## src/rtl/alu_pkg.sv

```systemverilog
// Shared types, constants and the CRC4 step for the serial ALU command receiver.
package alu_pkg;

    typedef enum logic [2:0] {
        OP_AND = 3'b000,
        OP_OR  = 3'b001,
        OP_ADD = 3'b100,
        OP_SUB = 3'b101
    } alu_op_e;

    typedef enum logic [1:0] {
        ST_IDLE,
        ST_TYPE,
        ST_BITS,
        ST_STOP
    } pkt_state_e;

    localparam int unsigned ERR_FRAME = 3;
    localparam int unsigned ERR_DATA  = 2;
    localparam int unsigned ERR_CRC   = 1;
    localparam int unsigned ERR_OP    = 0;
    localparam int unsigned ERR_W     = 4;
    localparam int unsigned OP_W      = 3;
    localparam int unsigned CRC_W     = 4;

    localparam logic PKT_DATA = 1'b0;
    localparam logic PKT_CTL  = 1'b1;

    typedef struct packed {
        logic [OP_W-1:0]  op;
        logic [ERR_W-1:0] err;
    } cmd_meta_t;

    // One MSB-first step of CRC4 with polynomial x^4+x+1.
    function automatic logic [CRC_W-1:0] crc4_step(input logic [CRC_W-1:0] state, input logic b);
        logic fb;
        fb = state[3] ^ b;
        return {state[2], state[1], state[0] ^ fb, fb};
    endfunction

    function automatic logic op_supported(input logic [OP_W-1:0] op);
        case (op)
            OP_AND, OP_OR, OP_ADD, OP_SUB: return 1'b1;
            default:                       return 1'b0;
        endcase
    endfunction

endpackage

```

## src/rtl/alu_cmd_fifo.sv

```systemverilog
// Synchronous show-ahead FIFO; a pop in the same cycle frees the slot for a push to a full FIFO.
module alu_cmd_fifo #(
    parameter int unsigned WIDTH = 8,
    parameter int unsigned DEPTH = 4
) (
    input  logic             clk,
    input  logic             rst_n,
    input  logic             push,
    input  logic [WIDTH-1:0] push_data,
    input  logic             pop,
    output logic [WIDTH-1:0] head,
    output logic             full,
    output logic             empty
);

    localparam int unsigned AW = $clog2(DEPTH);
    localparam int unsigned CW = AW + 1;

    logic [WIDTH-1:0] mem [DEPTH];
    logic [AW-1:0]    wr_ptr;
    logic [AW-1:0]    rd_ptr;
    logic [CW-1:0]    count;
    logic [CW-1:0]    count_nxt;
    logic             do_pop;
    logic             do_push;

    always_comb begin
        do_pop    = pop && !empty;
        do_push   = push && (!full || do_pop);
        count_nxt = count;
        case ({do_push, do_pop})
            2'b10:   count_nxt = count + CW'(1);
            2'b01:   count_nxt = count - CW'(1);
            default: count_nxt = count;
        endcase
    end

    always_ff @(posedge clk or negedge rst_n) begin
        if (!rst_n) begin
            for (int i = 0; i < int'(DEPTH); i++) mem[i] <= '0;
            wr_ptr <= '0;
            rd_ptr <= '0;
            count  <= '0;
            full   <= 1'b0;
            empty  <= 1'b1;
        end else begin
            if (do_push) begin
                mem[wr_ptr] <= push_data;
                wr_ptr      <= wr_ptr + AW'(1);
            end
            if (do_pop) rd_ptr <= rd_ptr + AW'(1);
            count <= count_nxt;
            full  <= (count_nxt == CW'(DEPTH));
            empty <= (count_nxt == '0);
        end
    end

    assign head = mem[rd_ptr];

endmodule

```

## src/rtl/serial_alu_cmd_rx.sv

```systemverilog
// Serial ALU command receiver: packet deserialiser, frame checker and buffered command output.
module serial_alu_cmd_rx
    import alu_pkg::*;
#(
    parameter int unsigned DATA_W = 32,
    parameter int unsigned DEPTH  = 4
) (
    input  logic              clk,
    input  logic              rst_n,
    input  logic              sin,
    output logic              cmd_valid,
    input  logic              cmd_ready,
    output logic [DATA_W-1:0] cmd_a,
    output logic [DATA_W-1:0] cmd_b,
    output logic [2:0]        cmd_op,
    output logic [3:0]        cmd_err,
    output logic              overflow,
    output logic              busy
);

    localparam int unsigned NB      = DATA_W / 8;
    localparam int unsigned ACC_W   = 2 * DATA_W;
    localparam int unsigned CNT_MAX = 2 * NB + 1;
    localparam int unsigned CNT_W   = $clog2(CNT_MAX + 1);
    localparam int unsigned META_W  = $bits(cmd_meta_t);
    localparam int unsigned FIFO_W  = ACC_W + META_W;

    pkt_state_e         state;
    pkt_state_e         state_nxt;
    logic [2:0]         bit_cnt;
    logic               pkt_type;
    logic [7:0]         shreg;
    logic [ACC_W-1:0]   acc;
    logic [CNT_W-1:0]   data_cnt;
    logic [CRC_W-1:0]   crc_q;
    logic [CRC_W-1:0]   crc_nxt;
    logic               frame_err;
    logic               push_q;
    logic [FIFO_W-1:0]  push_data;
    logic               overflow_q;
    logic               busy_q;

    logic               err_data_c;
    logic [ERR_W-1:0]   err_c;
    logic [DATA_W-1:0]  a_c;
    logic [DATA_W-1:0]  b_c;
    cmd_meta_t          meta_c;

    logic [FIFO_W-1:0]  head;
    cmd_meta_t          head_meta;
    logic               fifo_full;
    logic               fifo_empty;
    logic               pop;

    // Packet state register.
    always_ff @(posedge clk or negedge rst_n) begin
        if (!rst_n) state <= ST_IDLE;
        else        state <= state_nxt;
    end

    always_comb begin
        state_nxt = state;
        case (state)
            ST_IDLE: if (!sin) state_nxt = ST_TYPE;
            ST_TYPE: state_nxt = ST_BITS;
            ST_BITS: if (bit_cnt == 3'd7) state_nxt = ST_STOP;
            ST_STOP: state_nxt = ST_IDLE;
            default: state_nxt = ST_IDLE;
        endcase
    end

    // CRC runs over data bits, then the constant 1 in the ctl MSB slot, then the three op bits.
    always_comb begin
        crc_nxt = crc_q;
        if (pkt_type == PKT_DATA)  crc_nxt = crc4_step(crc_q, sin);
        else if (bit_cnt == 3'd0)  crc_nxt = crc4_step(crc_q, 1'b1);
        else if (bit_cnt <= 3'd3)  crc_nxt = crc4_step(crc_q, sin);
    end

    always_comb begin
        err_data_c        = (data_cnt != CNT_W'(2 * NB));
        err_c             = '0;
        err_c[ERR_FRAME]  = frame_err | ~sin;
        err_c[ERR_DATA]   = err_data_c;
        err_c[ERR_CRC]    = !err_data_c && (crc_q != shreg[3:0]);
        err_c[ERR_OP]     = !op_supported(shreg[6:4]);
        a_c               = err_data_c ? '0 : acc[DATA_W-1:0];
        b_c               = err_data_c ? '0 : acc[ACC_W-1:DATA_W];
        meta_c.op         = shreg[6:4];
        meta_c.err        = err_c;
    end

    // Packet datapath and frame accumulation.
    always_ff @(posedge clk or negedge rst_n) begin
        if (!rst_n) begin
            bit_cnt   <= '0;
            pkt_type  <= PKT_DATA;
            shreg     <= '0;
            acc       <= '0;
            data_cnt  <= '0;
            crc_q     <= '0;
            frame_err <= 1'b0;
            busy_q    <= 1'b0;
            push_q    <= 1'b0;
            push_data <= '0;
        end else begin
            push_q <= 1'b0;
            case (state)
                ST_IDLE: if (!sin) busy_q <= 1'b1;
                ST_TYPE: begin
                    pkt_type <= sin;
                    bit_cnt  <= '0;
                end
                ST_BITS: begin
                    bit_cnt <= bit_cnt + 3'd1;
                    shreg   <= {shreg[6:0], sin};
                    crc_q   <= crc_nxt;
                end
                ST_STOP: begin
                    if (pkt_type == PKT_DATA) begin
                        acc <= {acc[ACC_W-9:0], shreg};
                        if (data_cnt != CNT_W'(CNT_MAX)) data_cnt <= data_cnt + CNT_W'(1);
                        if (!sin) frame_err <= 1'b1;
                    end else begin
                        push_q    <= 1'b1;
                        push_data <= {a_c, b_c, meta_c};
                        acc       <= '0;
                        data_cnt  <= '0;
                        crc_q     <= '0;
                        frame_err <= 1'b0;
                        busy_q    <= 1'b0;
                    end
                end
                default: ;
            endcase
        end
    end

    assign pop = cmd_ready && !fifo_empty;

    always_ff @(posedge clk or negedge rst_n) begin
        if (!rst_n) overflow_q <= 1'b0;
        else        overflow_q <= push_q && fifo_full && !pop;
    end

    alu_cmd_fifo #(
        .WIDTH (FIFO_W),
        .DEPTH (DEPTH)
    ) u_fifo (
        .clk       (clk),
        .rst_n     (rst_n),
        .push      (push_q),
        .push_data (push_data),
        .pop       (pop),
        .head      (head),
        .full      (fifo_full),
        .empty     (fifo_empty)
    );

    assign head_meta = head[META_W-1:0];
    assign cmd_valid = !fifo_empty;
    assign cmd_a     = head[FIFO_W-1 -: DATA_W];
    assign cmd_b     = head[FIFO_W-1-DATA_W -: DATA_W];
    assign cmd_op    = head_meta.op;
    assign cmd_err   = head_meta.err;
    assign overflow  = overflow_q;
    assign busy      = busy_q;

endmodule

```

## config.mk

```make
export PLATFORM = sky130hd
export DESIGN_NAME = serial_alu_cmd_rx
export DESIGN_NICKNAME = d
export VERILOG_FILES = /design/src/rtl/alu_pkg.sv /design/src/rtl/alu_cmd_fifo.sv /design/src/rtl/serial_alu_cmd_rx.sv
export SDC_FILE = /design/constraint.sdc
export NUM_CORES = 1
export LEC_CHECK = 0
export CAP_MARGIN = 20
export CORE_MARGIN = 2
export CORE_UTILIZATION = 55
export CTS_CLUSTER_SIZE = 30
export DETAILED_ROUTE_END_ITERATION = 10
export GPL_TIMING_DRIVEN = 0
export PLACE_DENSITY = 0.69
export SKIP_LAST_GASP = 1
export SLEW_MARGIN = 20
export SYNTH_ARGS = -nofsm -noshare
export SYNTH_HDL_FRONTEND = slang
export SYNTH_SLANG_ARGS = --single-unit
```

## constraint.sdc

```tcl
create_clock -name clk -period 3.2 [get_ports clk]
set_input_delay 0.48 -clock clk [delete_from_list [all_inputs] [get_ports clk]]
set_output_delay 0.48 -clock clk [all_outputs]
set_load 0.05 [all_outputs]
```

==> results.toml, run 1 <==
[power_and_ir_drop]
finalPower_mw = 16.0
irDropWorstVdd_uv = 490
leakage_nw = 11.0
power_density_nw_per_um2 = 731

[global_route]
grt_start_max_net_pins = 103
grt_pass1_wl_um = 64000
grt_pass1_vias = 11400
total_routing_usage_gr = 0.228
globalRoute.totalOverflow = 0
number_of_antenna_violations_at_the_first_check_in_global_routing = 0

[place]
dpl_worst_slack_ns = -0.183
globalplace.congestion = 0.798
hpwlAfterDp_um = 25600
dpl_cell_area_um2 = 20400
numPortBuffers = 77

[yosys]
synth.avg_cell_area_um2 = 15.4
synth-edff-count = 0
synth-seq-cells = 454
mappedNetlistNets = 1252
post-synth-top-count-cell = "dfrtp_1"
synth_top_flop_cell = "dfrtp_1"
synth_top_cell_area_share = 0.598
synth_area_um2 = 18900
ys_types = 43
post_synth_main_area_contributors = "dfrtp_1 (60%), mux2_2 (16%), mux4_2 (8.4%)"
postSynthCellCount = 1230
seq_area_frac_synth = 0.600
synth_top_area_cell = "dfrtp_1"
synth.cells.most_frequent = "dfrtp_1 (453), mux2_2 (272), inv_1 (81), mux4_2 (71), a22o_1 (65)"
yosys_warnings = 0
fraction_of_registers_with_async_set_reset = 1.00

[detailed_routing]
drc = 0
routed_wire_length_per_instance_um = 21.2
drt_wl_total_um = 39000
drt_pre_antenna_iters = 5
num_vias = 10600
drt_iter0_markers = 542
route.detailed.vias_per_inst = 5.74
antenna_violating_nets_post_route = 0

[timing]
worst_slew_margin_rel = 0.565
slew_violations = 0
clock_skew_ns = 0.0115
timing.final.crit_share = 0.969
rsz0062_at_grt = "false"
timing_hold_violations_final = 0
final-setup-viol-count = 0
fin_worst_setup_slack_ns = 0.0991
tightestPinTransition_ns = 0.653
final_period_minus_worst_setup_slack_ns = 3.10
timing.fmax_ghz = 0.322

[worst_setup_path]
crit-reg2reg-capture = "u_fifo.full"
r2r_setup_slack_ns = 0.76
worst_reg2reg_path_startpoint = "u_fifo.empty"
family_with_the_most_delay_on_the_worst_path = "buffers and inverters"
criticalPathCategory = "flip-flop to primary output"
worstPathCellList = "buf_2, buf_4, mux4_2, dlygate4sd2_1"
crit_fanout = 10
critical_path.slowest_cell = "mux4_2"
timing.critical_path.arrival_ns = 2.62
startpoint = "u_fifo.rd_ptr[0]"
rr_worst_depth = 9
setup.worst_path.start_class = "flip-flop"
number_of_buffer_and_inverter_stages_on_the_critical_path = 3
cp-end-kind = "primary output"
critical-path-max-stage-delay_ns = 0.57
worstPathRequired_ns = 2.72

[cts]
worst_setup_hold_path_clk_slew_ns = 0.06
cts_htree_levels = 2
clk_root_buffer_cell = "clkbuf_16"
cts_max_path_buffers = 3
cts.repair_timing.setup_buffer_count = 0
cts_tree = "done"
numCtsBuffers = 47
cts_num_sinks = 454
worstSkewPairLatency_ns = 0.55

[floorplan]
core.rowCount = 67
die_area_um2 = 35900
boundaryPins = 78
die-height_um = 190
initial_core_util = 0.562
core-area_um2 = 33700
die-width_um = 190

[final_layout]
antenna-diode-count = 0
final_cell_area_um2 = 21900
final-seq-area_um2 = 11400
multi_input_comb_area_um2 = 6750
syn_to_final_growth_pct = 15.8
num-fill-cells = 2496
nNetsFinal = 1383
finish.utilization = 0.651
share_of_cells_above_drive_strength_1 = 0.348

[worst_hold_path]
worstHoldPathType = "primary input to asynchronous set/reset pin"

[run_status]
result_of_the_run = "complete, no violations"

[flow_run]
cap_violations = 0
-- cells in the final DEF, fill, tap and decap left out, types with 6 or more instances in the layout --
master	instances
xnor2_1	10
dfrtp_1	452
buf_6	23
o21ai_0	22
clkinv_2	10
ha_1	17
buf_4	13
buf_2	9
nand2_1	31
clkdlybuf4s50_1	8
clkbuf_1	25
mux4_2	71
nor2_1	8
inv_1	81
mux2_2	272
o22ai_1	57
dlygate4sd2_1	66
clkbuf_8	12
a21oi_1	7
a22o_1	65
mux2_1	26
buf_1	6
clkbuf_16	49
-- cells by family (layout without fill, tap and decap cells) --
group                      count (synthesis)  in the layout  synth area share
AOI/OAI and AO/OA                        157            157            0.0597
buffers and inverters                    157            322            0.0439
adders and majority gates                 18             18            0.0123
muxes                                    369            369             0.262
xor gates and xnor gates                  11             11           0.00509
and+or+nand+nor                           64             64            0.0176
DFF                                      454            454             0.600
-- layout make-up --
type | count | area share
inverter | 82 | 0.0140
sequential | 454 | 0.518
clock buffer | 67 | 0.0631
clock inverter | 16 | 0.00844
tap | 448 | 0.0255
timing repair buffer | 83 | 0.0386
buffer | 74 | 0.0249
multi-input combinational | 619 | 0.308
-- report_power, final --
part | switching, mW | internal [mW] | total (mW) | leakage [nW]
clock | 2.18 | 3.32 | 5.50 | 0.775
sequential | 0.491 | 6.35 | 6.84 | 6.23
combinational | 2.23 | 1.48 | 3.70 | 3.99
total | 4.90 | 11.1 | 16.0 | 11.0
-- sequential cells by signal (all words and copies together) (netlist names), 2 cells and up --
register and flops:
u_fifo.rd_ptr 2, shreg 8, bit_cnt 3, u_fifo.mem 284
u_fifo.wr_ptr 2, push_data 71, acc 64, crc_q 4
state 2, data_cnt 4, u_fifo.count 3
-- metal layers --
layer	up-vias	track usage	wire, um
li1	4738	-	-
met1	5592	0.337	18100
met3	67	0.0319	1380
met5	-	0	0
met4	0	0.0584	830
met2	190	0.363	18700
-- worst max-delay path by stage --
stage,end,slack (ns),cells after the start
3_5_place_dp,cmd_b[7],-0.18,4
4_1_cts,cmd_b[7],-0.20,4
6_report,cmd_a[26],0.1,4
3_3_place_gp,u_fifo.mem[2],-18.04,1
5_1_grt,cmd_a[31],0.03,4
2_1_floorplan,u_fifo.full,0.93,9
-- what timing repair did --
| action | 4_1_cts | 5_1_grt |
|---|---|---|
| gates resized for setup | 81 | 2 |
| pin swaps | 0 | 0 |
| endpoints found under the hold margin | 33 | 0 |
| hold buffers | 1 | 0 |
| endpoints found under the setup margin | 71 | 2 |
-- stage by stage --
step / hold WS [ns] / instances / TNS (ns)
detailed placement: 0.382 / 1760 / -7.20
CTS: 0.401 / 1843 / -0.199
finish: 0.404 / 1843 / 0
global route: 0.421 / 1843 / 0
floorplan: 0.184 / 1230 / 0
global placement: 0.460 / 1755 / -8168.91
No activity file was read; power rests on OpenSTA's default activity.
==> run 2, diff against run 1 <==
Settings changed: HOLD_SLACK_MARGIN set to 0.15.
==> results of run 2 <==
The final DEF is identical to that of run 1; final timing and power are the same.
